<file path="config.mk">
export PLATFORM = sky130hd
export DESIGN_NAME = ahb_lite_dec_mux_flat
export DESIGN_NICKNAME = d
export VERILOG_FILES = /design/src/rtl/ahb_lite_dec_mux_if.sv /design/src/rtl/ahb_lite_dec_mux.sv /design/src/flat_wrapper.sv
export SDC_FILE = /design/constraint.sdc
export NUM_CORES = 1
export LEC_CHECK = 0
export ABC_AREA = 1
export CORE_AREA = 2 2 132 134
export CTS_CLUSTER_DIAMETER = 200
export DETAILED_ROUTE_END_ITERATION = 12
export DIE_AREA = 0 0 134 136
export SLEW_MARGIN = 0
export SYNTH_ARGS = -nofsm -noshare
export SYNTH_HDL_FRONTEND = slang
export SYNTH_SLANG_ARGS = --single-unit
</file>
<file path="constraint.sdc">
create_clock -name pll_core_cpuclk -period 2.19 [get_ports pll_core_cpuclk]
set_clock_uncertainty 0.2 [all_clocks]
set_input_delay 0.438 -clock pll_core_cpuclk [delete_from_list [all_inputs] [get_ports pll_core_cpuclk]]
set_output_delay 0.438 -clock pll_core_cpuclk [all_outputs]
set_load 0.02 [all_outputs]
</file>
<file path="src/rtl/ahb_lite_dec_mux_if.sv">
// Master-side AHB-Lite bus between the BIU and the address decoder/response mux.
interface ahb_lite_dec_mux_if #(
  parameter int ADDR_W = 32,
  parameter int DATA_W = 32
);
  logic [ADDR_W-1:0] biu_pad_haddr;
  logic [1:0]        biu_pad_htrans;
  logic              biu_pad_hwrite;
  logic [2:0]        biu_pad_hsize;
  logic [2:0]        biu_pad_hburst;
  logic [3:0]        biu_pad_hprot;
  logic [DATA_W-1:0] biu_pad_hwdata;
  logic [DATA_W-1:0] pad_biu_hrdata;
  logic              pad_biu_hready;
  logic [1:0]        pad_biu_hresp;

  modport master (
    output biu_pad_haddr, biu_pad_htrans, biu_pad_hwrite, biu_pad_hsize,
           biu_pad_hburst, biu_pad_hprot, biu_pad_hwdata,
    input  pad_biu_hrdata, pad_biu_hready, pad_biu_hresp
  );

  modport slave (
    input  biu_pad_haddr, biu_pad_htrans, biu_pad_hwrite, biu_pad_hsize,
           biu_pad_hburst, biu_pad_hprot, biu_pad_hwdata,
    output pad_biu_hrdata, pad_biu_hready, pad_biu_hresp
  );
endinterface

</file>
<file path="src/rtl/ahb_lite_dec_mux.sv">
// AHB-Lite address decoder, data-phase owner tracking and response mux with an internal ERROR slave.
// Optional data-phase watchdog enabled by defining AHB_DEC_TIMEOUT_EN.
//
// state   | meaning
// DS_IDLE | default slave not responding
// DS_ERR1 | first ERROR cycle (hready 0, hresp 01)
// DS_ERR2 | second ERROR cycle (hready 1, hresp 01)
module ahb_lite_dec_mux #(
  parameter int NUM_SLV = 4,
  parameter int ADDR_W  = 32,
  parameter int DATA_W  = 32,
  parameter logic [NUM_SLV*ADDR_W-1:0] SLV_BASE =
    {32'h3000_0000, 32'h2000_0000, 32'h1000_0000, 32'h0000_0000},
  parameter logic [NUM_SLV*ADDR_W-1:0] SLV_MASK = {4{32'hF000_0000}},
  parameter int TIMEOUT_CYC = 255
) (
  input  logic                      pll_core_cpuclk,
  input  logic                      pad_cpu_rst_b,
  ahb_lite_dec_mux_if.slave         bus,
  input  logic                      smpu_deny,
  output logic [NUM_SLV-1:0]        hsel_s,
  output logic                      hready_s_in,
  output logic [ADDR_W-1:0]         haddr_s,
  output logic [1:0]                htrans_s,
  output logic                      hwrite_s,
  output logic [2:0]                hsize_s,
  output logic [2:0]                hburst_s,
  output logic [3:0]                hprot_s,
  output logic [DATA_W-1:0]         hwdata_s,
  input  logic [NUM_SLV*DATA_W-1:0] hrdata_s,
  input  logic [NUM_SLV-1:0]        hready_s,
  input  logic [NUM_SLV*2-1:0]      hresp_s,
  output logic                      dec_timeout_err
);

  typedef enum logic [1:0] {DS_IDLE, DS_ERR1, DS_ERR2} ds_state_t;

  ds_state_t           ds_state, ds_next;
  logic [NUM_SLV:0]    dsel;
  logic [NUM_SLV-1:0]  hit;
  logic                hit_lower;
  logic                def_sel;
  logic                active;
  logic [DATA_W-1:0]   hrdata_mux;
  logic                hready_mux;
  logic [1:0]          hresp_mux;
  logic                sel_rdy;
  logic                ext_wait;
  logic                timeout;

  assign active = bus.biu_pad_htrans[1];

  // Lowest-index hit wins on overlapping regions.
  always_comb begin
    hit       = '0;
    hsel_s    = '0;
    hit_lower = 1'b0;
    for (int i = 0; i < NUM_SLV; i++) begin
      hit[i] = ((bus.biu_pad_haddr & SLV_MASK[i*ADDR_W +: ADDR_W]) == SLV_BASE[i*ADDR_W +: ADDR_W]);
      hsel_s[i] = active & hit[i] & ~hit_lower & ~smpu_deny;
      hit_lower = hit_lower | hit[i];
    end
    def_sel = active & (~(|hit) | smpu_deny);
  end

  always_ff @(posedge pll_core_cpuclk or negedge pad_cpu_rst_b) begin
    if (!pad_cpu_rst_b)
      dsel <= '0;
    else if (timeout)
      dsel <= {1'b1, {NUM_SLV{1'b0}}};
    else if (hready_mux)
      dsel <= {def_sel, hsel_s};
  end

  always_comb begin
    hrdata_mux = '0;
    hready_mux = 1'b1;
    hresp_mux  = 2'b00;
    sel_rdy    = 1'b1;
    for (int i = 0; i < NUM_SLV; i++) begin
      if (dsel[i]) begin
        hrdata_mux = hrdata_s[i*DATA_W +: DATA_W];
        hready_mux = hready_s[i];
        hresp_mux  = hresp_s[i*2 +: 2];
        sel_rdy    = hready_s[i];
      end
    end
    if (dsel[NUM_SLV]) begin
      hrdata_mux = '0;
      hready_mux = (ds_state != DS_ERR1);
      hresp_mux  = (ds_state == DS_IDLE) ? 2'b00 : 2'b01;
    end
    ext_wait = (|dsel[NUM_SLV-1:0]) & ~sel_rdy;
  end

  always_ff @(posedge pll_core_cpuclk or negedge pad_cpu_rst_b) begin
    if (!pad_cpu_rst_b)
      ds_state <= DS_IDLE;
    else
      ds_state <= ds_next;
  end

  // The FSM advances on the same edge dsel captures a default transfer,
  // so its state always describes the current data-phase cycle.
  always_comb begin
    ds_next = ds_state;
    case (ds_state)
      DS_IDLE: if (hready_mux && def_sel) ds_next = DS_ERR1;
      DS_ERR1: ds_next = DS_ERR2;
      DS_ERR2: ds_next = (hready_mux && def_sel) ? DS_ERR1 : DS_IDLE;
      default: ds_next = DS_IDLE;
    endcase
    if (timeout)
      ds_next = DS_ERR1;
  end

`ifdef AHB_DEC_TIMEOUT_EN
  localparam logic [15:0] TO_LIM = 16'(TIMEOUT_CYC);
  logic [15:0] to_cnt;
  logic        to_pulse;

  assign timeout = ext_wait && ((to_cnt + 16'd1) == TO_LIM);

  always_ff @(posedge pll_core_cpuclk or negedge pad_cpu_rst_b) begin
    if (!pad_cpu_rst_b) begin
      to_cnt   <= '0;
      to_pulse <= 1'b0;
    end else begin
      to_cnt   <= (ext_wait && !timeout) ? to_cnt + 16'd1 : 16'd0;
      to_pulse <= timeout;
    end
  end

  assign dec_timeout_err = to_pulse;
`else
  assign timeout         = 1'b0;
  assign dec_timeout_err = 1'b0;
`endif

  assign bus.pad_biu_hrdata = hrdata_mux;
  assign bus.pad_biu_hready = hready_mux;
  assign bus.pad_biu_hresp  = hresp_mux;
  assign hready_s_in        = hready_mux;
  assign haddr_s            = bus.biu_pad_haddr;
  assign htrans_s           = bus.biu_pad_htrans;
  assign hwrite_s           = bus.biu_pad_hwrite;
  assign hsize_s            = bus.biu_pad_hsize;
  assign hburst_s           = bus.biu_pad_hburst;
  assign hprot_s            = bus.biu_pad_hprot;
  assign hwdata_s           = bus.biu_pad_hwdata;

endmodule
</file>
<file path="src/flat_wrapper.sv">
// flat-port wrapper written by rule: the top's interface ports become plain ports
module ahb_lite_dec_mux_flat 
#(
  parameter int NUM_SLV = 4,
  parameter int ADDR_W  = 32,
  parameter int DATA_W  = 32,
  parameter logic [NUM_SLV*ADDR_W-1:0] SLV_BASE =
    {32'h3000_0000, 32'h2000_0000, 32'h1000_0000, 32'h0000_0000},
  parameter logic [NUM_SLV*ADDR_W-1:0] SLV_MASK = {4{32'hF000_0000}},
  parameter int TIMEOUT_CYC = 255
)
  (pll_core_cpuclk, pad_cpu_rst_b, smpu_deny, hsel_s, hready_s_in, haddr_s, htrans_s, hwrite_s, hsize_s, hburst_s, hprot_s, hwdata_s, hrdata_s, hready_s, hresp_s, dec_timeout_err, bus_biu_pad_haddr, bus_biu_pad_htrans, bus_biu_pad_hwrite, bus_biu_pad_hsize, bus_biu_pad_hburst, bus_biu_pad_hprot, bus_biu_pad_hwdata, bus_pad_biu_hrdata, bus_pad_biu_hready, bus_pad_biu_hresp);
  ahb_lite_dec_mux_if #(.ADDR_W(ADDR_W), .DATA_W(DATA_W)) bus_i ();
  input  logic pll_core_cpuclk;
  input  logic pad_cpu_rst_b;
  input  logic smpu_deny;
  output logic [NUM_SLV-1:0] hsel_s;
  output logic hready_s_in;
  output logic [ADDR_W-1:0] haddr_s;
  output logic [1:0] htrans_s;
  output logic hwrite_s;
  output logic [2:0] hsize_s;
  output logic [2:0] hburst_s;
  output logic [3:0] hprot_s;
  output logic [DATA_W-1:0] hwdata_s;
  input  logic [NUM_SLV*DATA_W-1:0] hrdata_s;
  input  logic [NUM_SLV-1:0] hready_s;
  input  logic [NUM_SLV*2-1:0] hresp_s;
  output logic dec_timeout_err;
  input wire logic [$bits(bus_i.biu_pad_haddr)-1:0] bus_biu_pad_haddr;
  input wire logic [$bits(bus_i.biu_pad_htrans)-1:0] bus_biu_pad_htrans;
  input wire logic [$bits(bus_i.biu_pad_hwrite)-1:0] bus_biu_pad_hwrite;
  input wire logic [$bits(bus_i.biu_pad_hsize)-1:0] bus_biu_pad_hsize;
  input wire logic [$bits(bus_i.biu_pad_hburst)-1:0] bus_biu_pad_hburst;
  input wire logic [$bits(bus_i.biu_pad_hprot)-1:0] bus_biu_pad_hprot;
  input wire logic [$bits(bus_i.biu_pad_hwdata)-1:0] bus_biu_pad_hwdata;
  output wire logic [$bits(bus_i.pad_biu_hrdata)-1:0] bus_pad_biu_hrdata;
  output wire logic [$bits(bus_i.pad_biu_hready)-1:0] bus_pad_biu_hready;
  output wire logic [$bits(bus_i.pad_biu_hresp)-1:0] bus_pad_biu_hresp;
  assign bus_i.biu_pad_haddr = bus_biu_pad_haddr;
  assign bus_i.biu_pad_htrans = bus_biu_pad_htrans;
  assign bus_i.biu_pad_hwrite = bus_biu_pad_hwrite;
  assign bus_i.biu_pad_hsize = bus_biu_pad_hsize;
  assign bus_i.biu_pad_hburst = bus_biu_pad_hburst;
  assign bus_i.biu_pad_hprot = bus_biu_pad_hprot;
  assign bus_i.biu_pad_hwdata = bus_biu_pad_hwdata;
  assign bus_pad_biu_hrdata = bus_i.pad_biu_hrdata;
  assign bus_pad_biu_hready = bus_i.pad_biu_hready;
  assign bus_pad_biu_hresp = bus_i.pad_biu_hresp;
  ahb_lite_dec_mux #(.NUM_SLV(NUM_SLV), .ADDR_W(ADDR_W), .DATA_W(DATA_W), .SLV_BASE(SLV_BASE), .SLV_MASK(SLV_MASK), .TIMEOUT_CYC(TIMEOUT_CYC)) u_core (.pll_core_cpuclk(pll_core_cpuclk), .pad_cpu_rst_b(pad_cpu_rst_b), .bus(bus_i), .smpu_deny(smpu_deny), .hsel_s(hsel_s), .hready_s_in(hready_s_in), .haddr_s(haddr_s), .htrans_s(htrans_s), .hwrite_s(hwrite_s), .hsize_s(hsize_s), .hburst_s(hburst_s), .hprot_s(hprot_s), .hwdata_s(hwdata_s), .hrdata_s(hrdata_s), .hready_s(hready_s), .hresp_s(hresp_s), .dec_timeout_err(dec_timeout_err));
endmodule
</file>
### Word-level counts from Yosys, hierarchy flattened

Index checks and enable logic that the tools add are counted.

* register bits after elaboration: 7
* input port bits: 220
* output and inout bits: 118
* logic and storage cells: 52

* equal/unequal tests: 7
* mux-type cells: 19
* bitwise operators: 20
* reduce and logical (&&, ||, !) cells: 4

Operators with widths (count)
* $mux W32: 5
* $logic_not A32 Y1: 1
* $and A1 B1 Y1: 12
* $mux W2: 6
* $eq A4 B2 Y1 const B: 2
* $mux W1: 7
* $pmux W2 S3: 1
* $not A1 Y1: 5
* $eq A4 B1 Y1 const B: 1
* $reduce_or A4 Y1: 1
* $or A1 B1 Y1: 3
* $eq A2 B1 Y1 const B: 1
* $eq A2 B2 Y1 const B: 1
* $logic_not A2 Y1: 1
* $ne A2 B1 Y1 const B: 1
* $ne A2 B2 Y1 const B: 1
* $logic_and A1 B1 Y1: 1

### Depth between registers and ports, before layout

Gate-level depths: netlist of run 1.

* depth after elaboration: 8
* depth in mapped cells: 9
* depth with buffers taken out: 8

### Least setup slack after synthesis of run 1

No wires, ideal clock.

* path kind: flip-flop to output port
* from: register u_core.dsel[1]
* to: output bus_pad_biu_hrdata[2]
* arrival time: 1.391 ns
* data required time: 1.552 ns
* setup slack: 0.161 ns
* stages on the path, launching flop included: 7
* buffers on the path: 2
* path through: dfrtp_1 buf_6 inv_12 buf_12 nor2_1 or3_1 a21oi_1

* longest elaborated chain between the ends: 4

Ends and longest elaborated chain
* from (decl): line ahb_lite_dec_mux.sv:39 `logic [NUM_SLV:0] dsel;`
* from (signal assigned): line ahb_lite_dec_mux.sv:70 `dsel <= {1'b1, {NUM_SLV{1'b0}}};`
* from (signal assigned): line ahb_lite_dec_mux.sv:72 `dsel <= {def_sel, hsel_s};`
* $mux W32 (3 in a row): line ahb_lite_dec_mux.sv:81 `if (dsel[i]) begin`
* $mux W32: line ahb_lite_dec_mux.sv:88 `if (dsel[NUM_SLV]) begin`
* to (decl): line flat_wrapper.sv:37 `output wire logic [$bits(bus_i.pad_biu_hrdata)-1:0] bus_pad_biu_hrdata;`

No other way between the ends.

### Final worst setup path of run 1

Ends and elaborated chain as after synthesis.

==> results of run 1 <==
[registers in the layout, indices dropped and copies added, names as in the netlist]
signal / cells
u_core.ds_state: 2
u_core.dsel: 5
[per-layer routing]
layer,up-vias,track usage
met5,-,0
met4,0,0.0467
met1,1346,0.112
met3,42,0.0451
met2,184,0.191
li1,1445,-
[kinds of logic (layout without fill, tap and decap cells)]
kind of cell / after synthesis / in the layout / synth area share
and+or+nand+nor: 104 / 104 / 0.229
buffers and inverters: 116 / 250 / 0.376
AOI/OAI and AO/OA: 138 / 138 / 0.314
other: 1 / 1 / 0.00170
DFF: 7 / 7 / 0.0794
[cells in the final DEF (no fill, tap or decap), types with 2 or more instances in the layout]
master           netlist  final
clkdlybuf4s50_1        0    142
nor2_2                 0      6
buf_4                 84     55
a21oi_2                0     25
a21oi_1              102     75
buf_12                 3     10
o21ai_0               34     34
dfrtp_2                0      2
nor2_4                 0      3
or3_1                 33     24
buf_6                  1     14
dlymetal6s2s_1         0      4
a21oi_4                0      2
nand3_1                8      7
nor2_1                37     28
or3_4                  0      9
buf_8                  0      2
nand2_1               17     16
clkbuf_16              0      4
nand3_2                1      2
clkinv_8               0      2
nor3_2                 0      4
dfrtp_1                7      4
dlygate4sd2_1          0      6
inv_1                  6      6
[worst reg2reg max path: cells and delay by family (launching register included)]
| family | cells | cell delay [ns] |
|---|---|---|
| buffers and inverters | 3 | 0.48 |
| flip-flops | 1 | 0.56 |
| AND/OR/NAND/NOR | 6 | 0.46 |
| AO/OA/AOI/OAI | 1 | 0.13 |
[power breakdown]
group / leakage, nW / total, mW / switching, mW / internal [mW]
Combinational: 1.57 / 0.863 / 0.394 / 0.469
Sequential: 0.0888 / 0.156 / 0.0116 / 0.144
Clock: 0.0382 / 0.306 / 0.0641 / 0.242
Total: 1.69 / 1.32 / 0.470 / 0.855
[through the flow]
stage	cell area (sq um)	total power, mW	cells
final	4420	1.32	725
after global routing	4420	1.41	725
after CTS	4000	1.24	712
after detailed placement	3960	0.941	708
after global placement	3960	0.940	708
after floorplan	2210	0.643	366
[area by class of cell]
| class | count | area (sq um) | area share |
|---|---|---|---|
| repair inverters | 2 | 32.5 | 0.00737 |
| inverters | 8 | 42.5 | 0.00963 |
| repair buffers | 236 | 2370 | 0.536 |
| well taps | 225 | 282 | 0.0637 |
| flip-flops and latches | 7 | 181 | 0.0411 |
| multi-input cells | 243 | 1430 | 0.325 |
| clock buffers | 4 | 78.8 | 0.0178 |
[worst min-delay path by stage]
stage | slack (ns) | cells after the start | from | to
final | 0.25 | 1 | u_core.ds_state[0] | u_core.ds_state[0]
after global routing | 0.27 | 1 | u_core.ds_state[0] | u_core.ds_state[0]
after CTS | 0.24 | 1 | u_core.ds_state[0] | u_core.ds_state[0]
after detailed placement | 0.24 | 1 | u_core.ds_state[0] | u_core.ds_state[0]
after global placement | 0.23 | 1 | u_core.ds_state[0] | u_core.ds_state[0]
after floorplan | -0.06 | 0 | pad_cpu_rst_b | u_core.ds_state[0]
[timing repair]
action | in CTS | in global routing
setup buffers | 0 | 10
cloned | 0 | 3
setup endpoints to repair | 45 | 40
hold buffers | 0 | 0
gates resized for setup | 219 | 74
pin swaps | 0 | 19
==> out/results.ini, run 1 <==
[synthesis]
ys_seq_area_frac=0.0794
synth_most_common_cell=a21oi_1
synth_cell_types=25
synth_top_area_share=0.286
yosys-top-cells-area=buf_4, a21oi_1, or3_1
yosys.area.top_type=buf_4
synth_cells=366
ys_top_cells_by_count=a21oi_1, buf_4, nor2_1
ys_ff_latch=7
synth_area_per_cell_sq_um=6.03
synth_area_sq_um=2210
synth_edf_count=0
ys.flop_type=dfrtp_1
synthArstFlopShare=1.00
yosys_warnings=0
syn_nets=586

[grt]
antenna_found_initial=0
grt-ovfl-total=0
first_global_vias=2925
grt_pass1_wl_um=15600
grt_max_degree=36
grt_usage=0.108

[sta]
finalSetupViolCount=36
fin_crit_sh=1.10
fin_crit_ns=2.40
drv_slew=0
max_freq_mhz=417
whs_ns=0.246
final.setup.worst_slack_ns=-0.208
final_hold_viol_count=0
tns_ns=-5.57
grt_setup_unrepaired=true

[routing]
routed-via-count=3017
dr.pass1.iters=4
post-route-drc-count=0
routed-wl-met3_um=1310
m1WireLength_um=4650
top_layer=met4
drt-initial-drc-count=77
ant_nets=0
post_drt_wl_per_cell_um=16.6
viasPerCell=4.16
routed_wl_um=12000
met2_wirelength_um=5660

[die]
start_util=0.131
die_height_um=136
dieArea_sq_um=18200
die_w_um=134
boundaryPins=338
placementRows=48
core_sq_um=16900

[setup_path]
reg2regPathDepth=10
crit_required_ns=1.55
worstSetupPathType=flop to output pin
cp_data_arrival_time_ns=1.76
path_delay_family=flip-flops
path_depth=6
crit_start=u_core.dsel[1]
worstReg2RegEnd=u_core.ds_state[0]
r2r_start=u_core.dsel[1]
worstPathMaxFanout=7
critPathBufInv=3
startpoint_type=flop
crit_end=bus_pad_biu_hrdata[2]
max_stage_delay_ns=0.56
endpoint_kind=output pin
rrSetupSlack_ns=0.30
path_cells=inv_12, buf_8, nor2_2, or3_4, a21oi_4, buf_6
crit_slowest_cell=dfrtp_4

[power_and_ir_drop]
p_leak_nw=1.69
power.density_nw_per_um2=300
peakVddDrop_mv=0.253

[outcome]
failed_checks=negative setup slack
status=finished with violations

[clock_tree]
cts_buffers=3
htree_levels=1
cts_tree=yes
path_clk_slew_ns=0.04
clockBufferDepth=2
clkLatencyLatePin_ns=0.23
cts.sinks=7
cts_root_buf=clkbuf_16

[finish]
fin_nets=721
diodes=0
post-route-util=0.262
drive_above_1_share=0.296
fill_cells=1881
area_growth_pct=100

[place]
dp_hpwl_um=8110
portBuffers=192
place_congestion=0.729
post-place-ws_ns=-0.580

[hold_path]
hp-class=flop to flop

[job]
max-cap-violations=0

Note: power is estimated with default switching activity, not from simulation.
==> run 2, diff against run 1 <==
--- a/config.mk
+++ b/config.mk
@@ -7,6 +7,7 @@
 export LEC_CHECK = 0
 export ABC_AREA = 1
 export CORE_AREA = 2 2 132 134
+export CTS_BUF_LIST = sky130_fd_sc_hd__clkbuf_16
 export CTS_CLUSTER_DIAMETER = 200
 export DETAILED_ROUTE_END_ITERATION = 12
 export DIE_AREA = 0 0 134 136
==> run 2 against run 1 <==
Effect of this change:
- the run still ends with negative setup slack left
- worst setup slack is essentially flat
- critical endpoint unchanged
- via count is essentially flat
- largest cell class unchanged
- routed wire length is essentially flat
- cell area is the same
- die area is the same
- sequential power is essentially flat
- largest power group unchanged
- critical path depth is the same
- non-clock buffer count is the same
==> out/results.ini, run 2 (synthesis gave the netlist of run 1 again) <==
[outcome]
status=finished with violations
failed_checks=negative setup slack

[hold_path]
hp-class=flop to flop

[routing]
post_drt_wl_per_cell_um=16.6
viasPerCell=4.16
ant_nets=0
routed_wl_um=12000
post-route-drc-count=0
drt-initial-drc-count=75
dr.pass1.iters=4
routed-via-count=3018

[clock_tree]
clkLatencyLatePin_ns=0.23
cts.sinks=7
path_clk_slew_ns=0.04
htree_levels=1
cts_root_buf=clkbuf_16
cts_tree=yes
cts_buffers=3
hold_buffers=0
clockBufferDepth=2

[sta]
fin_crit_sh=1.10
final.setup.worst_slack_ns=-0.208
max_freq_mhz=417
final_hold_viol_count=0
finalSetupViolCount=36
grt_setup_unrepaired=true
whs_ns=0.246
fin_crit_ns=2.40
drv_slew=0
tns_ns=-5.57

[setup_path]
crit_end=bus_pad_biu_hrdata[2]
cp_data_arrival_time_ns=1.76
crit_slowest_cell=dfrtp_4
crit_start=u_core.dsel[1]
worstReg2RegEnd=u_core.ds_state[0]
rrSetupSlack_ns=0.30
worstPathMaxFanout=7
crit_required_ns=1.55
startpoint_type=flop
r2r_start=u_core.dsel[1]
worstSetupPathType=flop to output pin
endpoint_kind=output pin
path_cells=inv_12, buf_8, nor2_2, or3_4, a21oi_4, buf_6
reg2regPathDepth=10
max_stage_delay_ns=0.56

[power_and_ir_drop]
p_comb_frac=0.654
p_leak_nw=1.70
peakVddDrop_mv=0.253
seqPwrFrac=0.118
sw_frac_of_total=0.356
cellInternalPower_mw=0.850
total_power_mw=1.32
netSwitchingPower_mw=0.470
power.density_nw_per_um2=299
clkPwrFrac=0.229

[die]
placementRows=48
die_height_um=136
die_w_um=134
dieArea_sq_um=18200
boundaryPins=338
start_util=0.131
core_sq_um=16900

[finish]
area_growth_pct=100
fin_nets=721
fill_cells=1881
instances_no_fill=725
largest_reg_flops=5
top_regs=u_core.dsel: 5 flops, u_core.ds_state: 2 flops
post-route-util=0.262
drive_above_1_share=0.296
final_cell_mix=clkdlybuf4s50_1, a21oi_1, buf_4
layout_commonest_cell=clkdlybuf4s50_1
diodes=0
top_register=u_core.dsel

[grt]
grt-ovfl-total=0
grt_max_degree=36
antenna_found_initial=0
grt_usage=0.108
first_global_vias=2925
grt_pass1_wl_um=15600

[place]
place_congestion=0.729
dp_hpwl_um=8110
dp_cells=708
portBuffers=192

[job]
max-cap-violations=0

run 2: cell count changes in the layout (fill, tap and decap cells not counted), sizes merged:
cell	delta
clkbuf	-1
inv	+1
run 2: per-layer routing:
| layer | GRT usage | vias to the layer above | wire length (um) |
|---|---|---|---|
| met5 | 0 | - | 0 |
| met2 | 0.191 | 184 | 5660 |
| met3 | 0.0451 | 42 | 1310 |
| met4 | 0.0467 | 0 | 412 |
| met1 | 0.112 | 1347 | 4650 |
| li1 | - | 1445 | - |
run 2: worst min path at each step:
stage | startpoint | cells past startpoint | slack (ns) | endpoint
6_report | u_core.ds_state[0] | 1 | 0.25 | u_core.ds_state[0]
5_1_grt | u_core.ds_state[0] | 1 | 0.27 | u_core.ds_state[0]
4_1_cts | u_core.ds_state[0] | 1 | 0.24 | u_core.ds_state[0]
3_5_place_dp | u_core.ds_state[0] | 1 | 0.24 | u_core.ds_state[0]
3_3_place_gp | u_core.ds_state[0] | 1 | 0.23 | u_core.ds_state[0]
2_1_floorplan | pad_cpu_rst_b | 0 | -0.06 | u_core.ds_state[0]
run 2: per-stage QoR:
stage / cell area [sq um] / setup WS, ns
floorplan: 2210 / 0.161
global placement: 3960 / -0.606
detailed placement: 3960 / -0.580
CTS: 4000 / -0.235
global route: 4420 / -0.256
finish: 4420 / -0.208
run 2: worst max-delay path, delay by kind of cell (launching register included):
| kind | cells | cell delay (ns) |
|---|---|---|
| AOI/OAI and AO/OA | 1 | 0.18 |
| buffers and inverters | 3 | 0.38 |
| DFF | 1 | 0.56 |
| and+or+nand+nor | 2 | 0.41 |
run 2: area by class of cell:
cell class	instances	area, sq um	area share
clock buffers	3	75.1	0.0170
clock inverters	1	3.75	0.000850
inverters	8	42.5	0.00963
multi-input cells	243	1430	0.325
flip-flops and latches	7	181	0.0411
well taps	225	282	0.0637
repair buffers	236	2370	0.536
repair inverters	2	32.5	0.00737
run 2: repair_timing:
| action | CTS | global route |
|---|---|---|
| setup buffers | 0 | 10 |
| gates resized for setup | 219 | 74 |
| endpoints found under the setup margin | 45 | 40 |
| gates cloned | 0 | 3 |
| pin swaps | 0 | 19 |
run 2: power by group through the flow:
stage | Combinational [mW] | Sequential, mW | Clock [mW]
finish | 0.863 | 0.156 | 0.302
global route | 0.931 | 0.158 | 0.313
CTS | 0.778 | 0.155 | 0.306
detailed placement | 0.784 | 0.157 | 0
global placement | 0.784 | 0.156 | 0
floorplan | 0.491 | 0.152 | 0
==> run 3, diff against run 2 <==
--- a/config.mk
+++ b/config.mk
@@ -11,6 +11,7 @@
 export CTS_CLUSTER_DIAMETER = 200
 export DETAILED_ROUTE_END_ITERATION = 12
 export DIE_AREA = 0 0 134 136
+export GPL_ROUTABILITY_DRIVEN = 0
 export SLEW_MARGIN = 0
 export SYNTH_ARGS = -nofsm -noshare
 export SYNTH_HDL_FRONTEND = slang
==> results of run 3 <==
Final layout, timing and power as in run 2 (identical DEF).
==> RTL change 1, RTL diff (config.mk and constraints of run 3) <==
`ADDR_W` is set to 32 in 3 places; all go to 64.
--- a/src/rtl/ahb_lite_dec_mux_if.sv
+++ b/src/rtl/ahb_lite_dec_mux_if.sv
@@ -1,6 +1,6 @@
 // Master-side AHB-Lite bus between the BIU and the address decoder/response mux.
 interface ahb_lite_dec_mux_if #(
-  parameter int ADDR_W = 32,
+  parameter int ADDR_W = 64,
   parameter int DATA_W = 32
 );
   logic [ADDR_W-1:0] biu_pad_haddr;
--- a/src/rtl/ahb_lite_dec_mux.sv
+++ b/src/rtl/ahb_lite_dec_mux.sv
@@ -7,7 +7,7 @@
 // DS_ERR2 | second ERROR cycle (hready 1, hresp 01)
 module ahb_lite_dec_mux #(
   parameter int NUM_SLV = 4,
-  parameter int ADDR_W  = 32,
+  parameter int ADDR_W  = 64,
   parameter int DATA_W  = 32,
   parameter logic [NUM_SLV*ADDR_W-1:0] SLV_BASE =
     {32'h3000_0000, 32'h2000_0000, 32'h1000_0000, 32'h0000_0000},
--- a/src/flat_wrapper.sv
+++ b/src/flat_wrapper.sv
@@ -2,7 +2,7 @@
 module ahb_lite_dec_mux_flat 
 #(
   parameter int NUM_SLV = 4,
-  parameter int ADDR_W  = 32,
+  parameter int ADDR_W  = 64,
   parameter int DATA_W  = 32,
   parameter logic [NUM_SLV*ADDR_W-1:0] SLV_BASE =
     {32'h3000_0000, 32'h2000_0000, 32'h1000_0000, 32'h0000_0000},
Ports: changed (resized bus_biu_pad_haddr and haddr_s); port bits go from 338 to 402. The function was not compared with the original's and may differ.
==> RTL change 1 against run 3 <==
Critical path depth grew 2. Routed wire length shrank 22%. Maximum frequency grew 11%. Synthesized area shrank 9.9%. Sequential cell count shrank 1. Cell area shrank 27%. First-iteration DRC count shrank 16%. Largest power group unchanged. Setup slack gained 0.23 ns. Core utilization shrank 7.1 points. Critical path type is now input port to output port. Power shrank 12%. Non-clock buffer count shrank 46.
==> RTL change 1: results (changes against run 3) <==
Initial DRC Count = 63 (was 75)
Filler cell count = 1934 (was 1881)
GR Layer Usage met1 = 9.38% (was 11.2%)
Post-route insts no fill = 619 (was 725)
Psw = 0.000432 W (was 0.000470 W)
Most frequent cells after synthesis = 116 x buf_4, 67 x a21oi_1, 56 x nand2_1 (was 102 x a21oi_1, 84 x buf_4, 37 x nor2_1)
Seq. pwr = 0.000125 W (was 0.000156 W)
Crit Path Max Fanout = 2 (was 7)
Internal = 0.000731 W (was 0.000850 W)
Ys async rst share = 100% (unchanged)
Grt peak-use layer = met2 (unchanged)
CP peak stage delay = 0.47 ns (was 0.56 ns)
Inst Count DP = 612 (was 708)
Largest net degree at the start of global routing = 22 (was 36)
Post-DP HPWL = 7660 um (was 8110 um)
Outcome = completed (was finished with violations)
Met2 WL = 4200 um (was 5660 um)
Clock share of power = 26.1% (was 22.9%)
Hold WS = 0.223 ns (was 0.246 ns)
Clock Latency Late Sink = 0.23 ns (about the same)
Worst Path Arrival = 1.53 ns (was 1.76 ns)
Gr usage total = 9.45% (was 10.8%)
Synth area leaders = buf_4 44%, a21oi_1 17%, nand2_1 11%, dfrtp_1 7.6%, o21ai_0 7.3% (was buf_4 29%, a21oi_1 23%, or3_1 9.4%, dfrtp_1 7.9%, o21ai_0 7.7%)
Worst path top cell family by delay = buffers and inverters (was flip-flops)
Avg WL per Cell = 15.1 um (was 16.6 um)
Post-synthesis cell type count = 18 (was 25)
Placed Area = 3230 um2 (was 3960 um2)
Uppermost layer routed = met4 (unchanged)
Multi-input gate area = 870 um2 (was 1430 um2)
Worst Setup SP = bus_biu_pad_haddr[31] (was u_core.dsel[1])
Worst setup endpoint = hsel_s[1] (was bus_pad_biu_hrdata[2])
VDD IR-drop max = 0.000206 V (was 0.000253 V)
Slowest CP cell = clkdlybuf4s50_1 (was dfrtp_4)
Tmin final = 2.17 ns (was 2.40 ns)
Vias in the first global route = 2237 (was 2925)
Worst hold endpoint = u_core.ds_state[1] (was u_core.ds_state[0])
I/O Buffers = 164 (was 192)
Register area share after synthesis = 7.55% (was 7.94%)
First-pass GRT wire length = 13000 um (was 15600 um)
Met1 Routed Length = 3140 um (was 4650 um)
R2R cell count = 7 (was 10)
Layout cells sized above 1 = 21.6% (was 29.6%)
Static Leak = 1.35 nW (was 1.70 nW)
Post-Place Worst Slack = -0.539 ns (was -0.580 ns)
Synth warn = 0 (unchanged)
Largest registers = u_core.dsel x4, u_core.ds_state x2 (was u_core.dsel x5, u_core.ds_state x2)
Hold_sp = u_core.ds_state[1] (was u_core.ds_state[0])
# nets final = 647 (was 721)
Met3 WL = 1650 um (was 1310 um)
Syn_area_per_cell = 6.06 um2 (was 6.03 um2)
Initial antenna violation count = 0 (unchanged)
Worst hold stages = 1 (unchanged)
DR vias/cell = 3.67 (was 4.16)
Worst r2r dst = u_core.dsel[2] (was u_core.ds_state[0])
Met3 usage = 6.71% (was 4.51%)
Root buf cell = clkbuf_16 (unchanged)
Met2 GRT Util = 14.9% (was 19.1%)
Reg2reg setup slack = 0.59 ns (was 0.30 ns)
RTL change 1: changes by cell type after synthesis, moves of 7 or more:
cell and change:
a21oi_1 -35, buf_4 +32, clkbuf_1 -7, inv_1 +9
nand2_1 +39, nand3_1 -8, nor2_1 -28, or3_1 -33
RTL change 1: logic make-up after synthesis:
family                 synth area share [%]
other                                 0.189
DFF                                    7.55
and+or+nand+nor                        14.6
buffers and inverters                  50.3
AOI/OAI and AO/OA                      27.4
RTL change 1: final cells by class:
type	instances	area share, %
clock inverter	1	0.117
timing repair buffer	190	55.2
tap	225	8.75
clock buffer	3	2.33
sequential	6	4.74
multi-input combinational	178	27.0
inverter	16	1.87
RTL change 1: timing repair:
item | 4_1_cts | 5_1_grt
endpoints found under the setup margin | 43 | 37
gates resized for setup | 116 | 53
hold buffers | 0 | 0
pin swaps | 1 | 6
setup buffers | 1 | 2
==> RTL change 2, RTL diff (flow settings as in run 3) <==
Without the edit above. Encoding of `ds_state_t`: now one-hot (3 bits for 3 states).
--- a/src/rtl/ahb_lite_dec_mux.sv
+++ b/src/rtl/ahb_lite_dec_mux.sv
@@ -33,7 +33,7 @@
   output logic                      dec_timeout_err
 );
 
-  typedef enum logic [1:0] {DS_IDLE, DS_ERR1, DS_ERR2} ds_state_t;
+  typedef enum logic [2:0] {DS_IDLE = 3'b001, DS_ERR1 = 3'b010, DS_ERR2 = 3'b100} ds_state_t;
 
   ds_state_t           ds_state, ds_next;
   logic [NUM_SLV:0]    dsel;
Check against the original RTL: same outputs for any inputs over 10 cycles, from zero or initial values and one cycle with pad_cpu_rst_b low; not proved beyond that.
==> RTL change 2 against run 3 <==
Largest cell class unchanged. Sequential cell count rose by 1. Cell area rose by 0.79%. Synthesized area rose by 2.7%. Non-clock buffer count rose by 7. The run still ends with negative setup slack left. Critical endpoint is now bus_pad_biu_hrdata[6]. First-iteration DRC count rose by 11%. Highest routed layer unchanged. Power fell by 5.8%. Setup slack improved by 0.12 ns. Die area did not move. Maximum frequency rose by 5.3%. Routed wire length fell by 7.9%. Sequential power rose by 28%.
==> RTL change 2: results (changes against run 3) <==
Register area = 206 um2 (was 181 um2)
# nets final = 739 (was 721)
Worst Path Arrival = 1.64 ns (was 1.76 ns)
Failing checks = negative setup slack (unchanged)
Met3 usage = 3.84% (was 4.51%)
Initial antenna violation count = 0 (unchanged)
Syn_nets = 597 (was 586)
DRT Wirelength = 11100 um (was 12000 um)
Hold_sp = u_core.ds_state[2] (was u_core.ds_state[0])
Setup bufs post-CTS = 4 (was 0)
Worst hold endpoint = u_core.ds_state[2] (was u_core.ds_state[0])
Internal = 0.000841 W (was 0.000850 W)
Outcome = finished with violations (unchanged)
CTS Buffer Depth = 2 (unchanged)
DR vias = 2987 (was 3018)
R2R cell count = 11 (was 10)
Avg WL per Cell = 14.9 um (was 16.6 um)
Post-DP HPWL = 8560 um (was 8110 um)
Final setup margin = -0.0874 ns (was -0.208 ns)
Reg2reg setup slack = 0.38 ns (was 0.30 ns)
Largest registers = u_core.dsel x5, u_core.ds_state x3 (was u_core.dsel x5, u_core.ds_state x2)
Met2 GRT Util = 18.3% (was 19.1%)
Register area share after synthesis = 8.89% (was 7.94%)
Met3 WL = 1140 um (was 1310 um)
Setup total negative slack = -1.60 ns (was -5.57 ns)
Worst path top cell family by delay = flip-flops (unchanged)
Post-Place Worst Slack = -0.824 ns (was -0.580 ns)
Layout cells sized above 1 = 29.2% (was 29.6%)
Synth area leaders = buf_4 28%, a21oi_1 15%, o21ai_1 15%, o21ai_0 8.4%, dfrtp_1 7.7% (was buf_4 29%, a21oi_1 23%, or3_1 9.4%, dfrtp_1 7.9%, o21ai_0 7.7%)
Num CTS Buffers = 3 (unchanged)
CTS resizes = 225 (was 219)
Vias in the first global route = 2869 (was 2925)
First-pass GRT wire length = 15500 um (was 15600 um)
Setup violations, final = 35 (was 36)
Gr usage total = 11.0% (was 10.8%)
GR Layer Usage met1 = 12.7% (was 11.2%)
Syn_area_per_cell = 6.01 um2 (was 6.03 um2)
Crit Path Max Fanout = 6 (was 7)
Met2 WL = 4990 um (was 5660 um)
Initial DRC Count = 83 (was 75)
Clock Pin Slew Worst Setup and Hold Paths = 0.04 ns (about the same)
Worst r2r dst = u_core.dsel[2] (was u_core.ds_state[0])
Uppermost layer routed = met4 (unchanged)
Filler cell count = 1895 (was 1881)
Static Leak = 1.84 nW (was 1.70 nW)
Post-synthesis cell type count = 26 (was 25)
Largest net degree at the start of global routing = 35 (was 36)
VDD IR-drop max = 0.000234 V (was 0.000253 V)
Inst Count DP = 729 (was 708)
Hold WS = 0.267 ns (was 0.246 ns)
Placed Area = 4120 um2 (was 3960 um2)
Met1 Routed Length = 4500 um (was 4650 um)
Most frequent cells after synthesis = 86 x buf_4, 69 x a21oi_1, 67 x o21ai_1 (was 102 x a21oi_1, 84 x buf_4, 37 x nor2_1)
## RTL change 2: changes by cell type after synthesis, moves of 4 or more
| cell | before | now |
|---|---|---|
| o21ai_0 | 34 | 38 |
| o21ai_1 | 1 | 67 |
| buf_6 | 1 | 5 |
| buf_2 | 8 | 3 |
| or3_1 | 33 | 0 |
| inv_1 | 6 | 15 |
| a21oi_1 | 102 | 69 |
## RTL change 2: how the worst max path moves through the flow
stage | slack [ns] | endpoint | from
floorplan | 0.31 | bus_pad_biu_hrdata[10] | u_core.dsel[1]
detailed placement | -0.82 | bus_pad_biu_hrdata[31] | hrdata_s[31]
global placement | -0.88 | bus_pad_biu_hrdata[31] | hrdata_s[31]
finish | -0.09 | bus_pad_biu_hrdata[6] | u_core.dsel[1]
global route | -0.19 | bus_pad_biu_hrdata[27] | u_core.dsel[1]
CTS | -0.16 | bus_pad_biu_hrdata[31] | u_core.dsel[1]
## RTL change 2: layout make-up
class | instances | area share, %
Tap cell | 225 | 6.32
Clock buffer | 3 | 1.69
Multi-Input combinational cell | 244 | 30.6
Sequential cell | 8 | 4.64
Inverter | 18 | 1.85
Timing Repair Buffer | 243 | 54.7
Clock inverter | 1 | 0.0843
Timing Repair inverter | 1 | 0.141
## RTL change 2: power by group through the flow
stage | sequential (W) | combinational, W | clock [W]
6_report | 0.000199 | 0.000735 | 0.000310
5_1_grt | 0.000203 | 0.000799 | 0.000321
4_1_cts | 0.000199 | 0.000708 | 0.000316
3_5_place_dp | 0.000200 | 0.000711 | 0
3_3_place_gp | 0.000199 | 0.000707 | 0
2_1_floorplan | 0.000198 | 0.000450 | 0
## RTL change 2: cell families after synthesis
logic type | after synthesis | synth area share, %
compound gates | 175 | 38.7
simple gates | 68 | 13.5
other cells | 1 | 0.165
buf+inv | 125 | 38.7
flops | 8 | 8.89
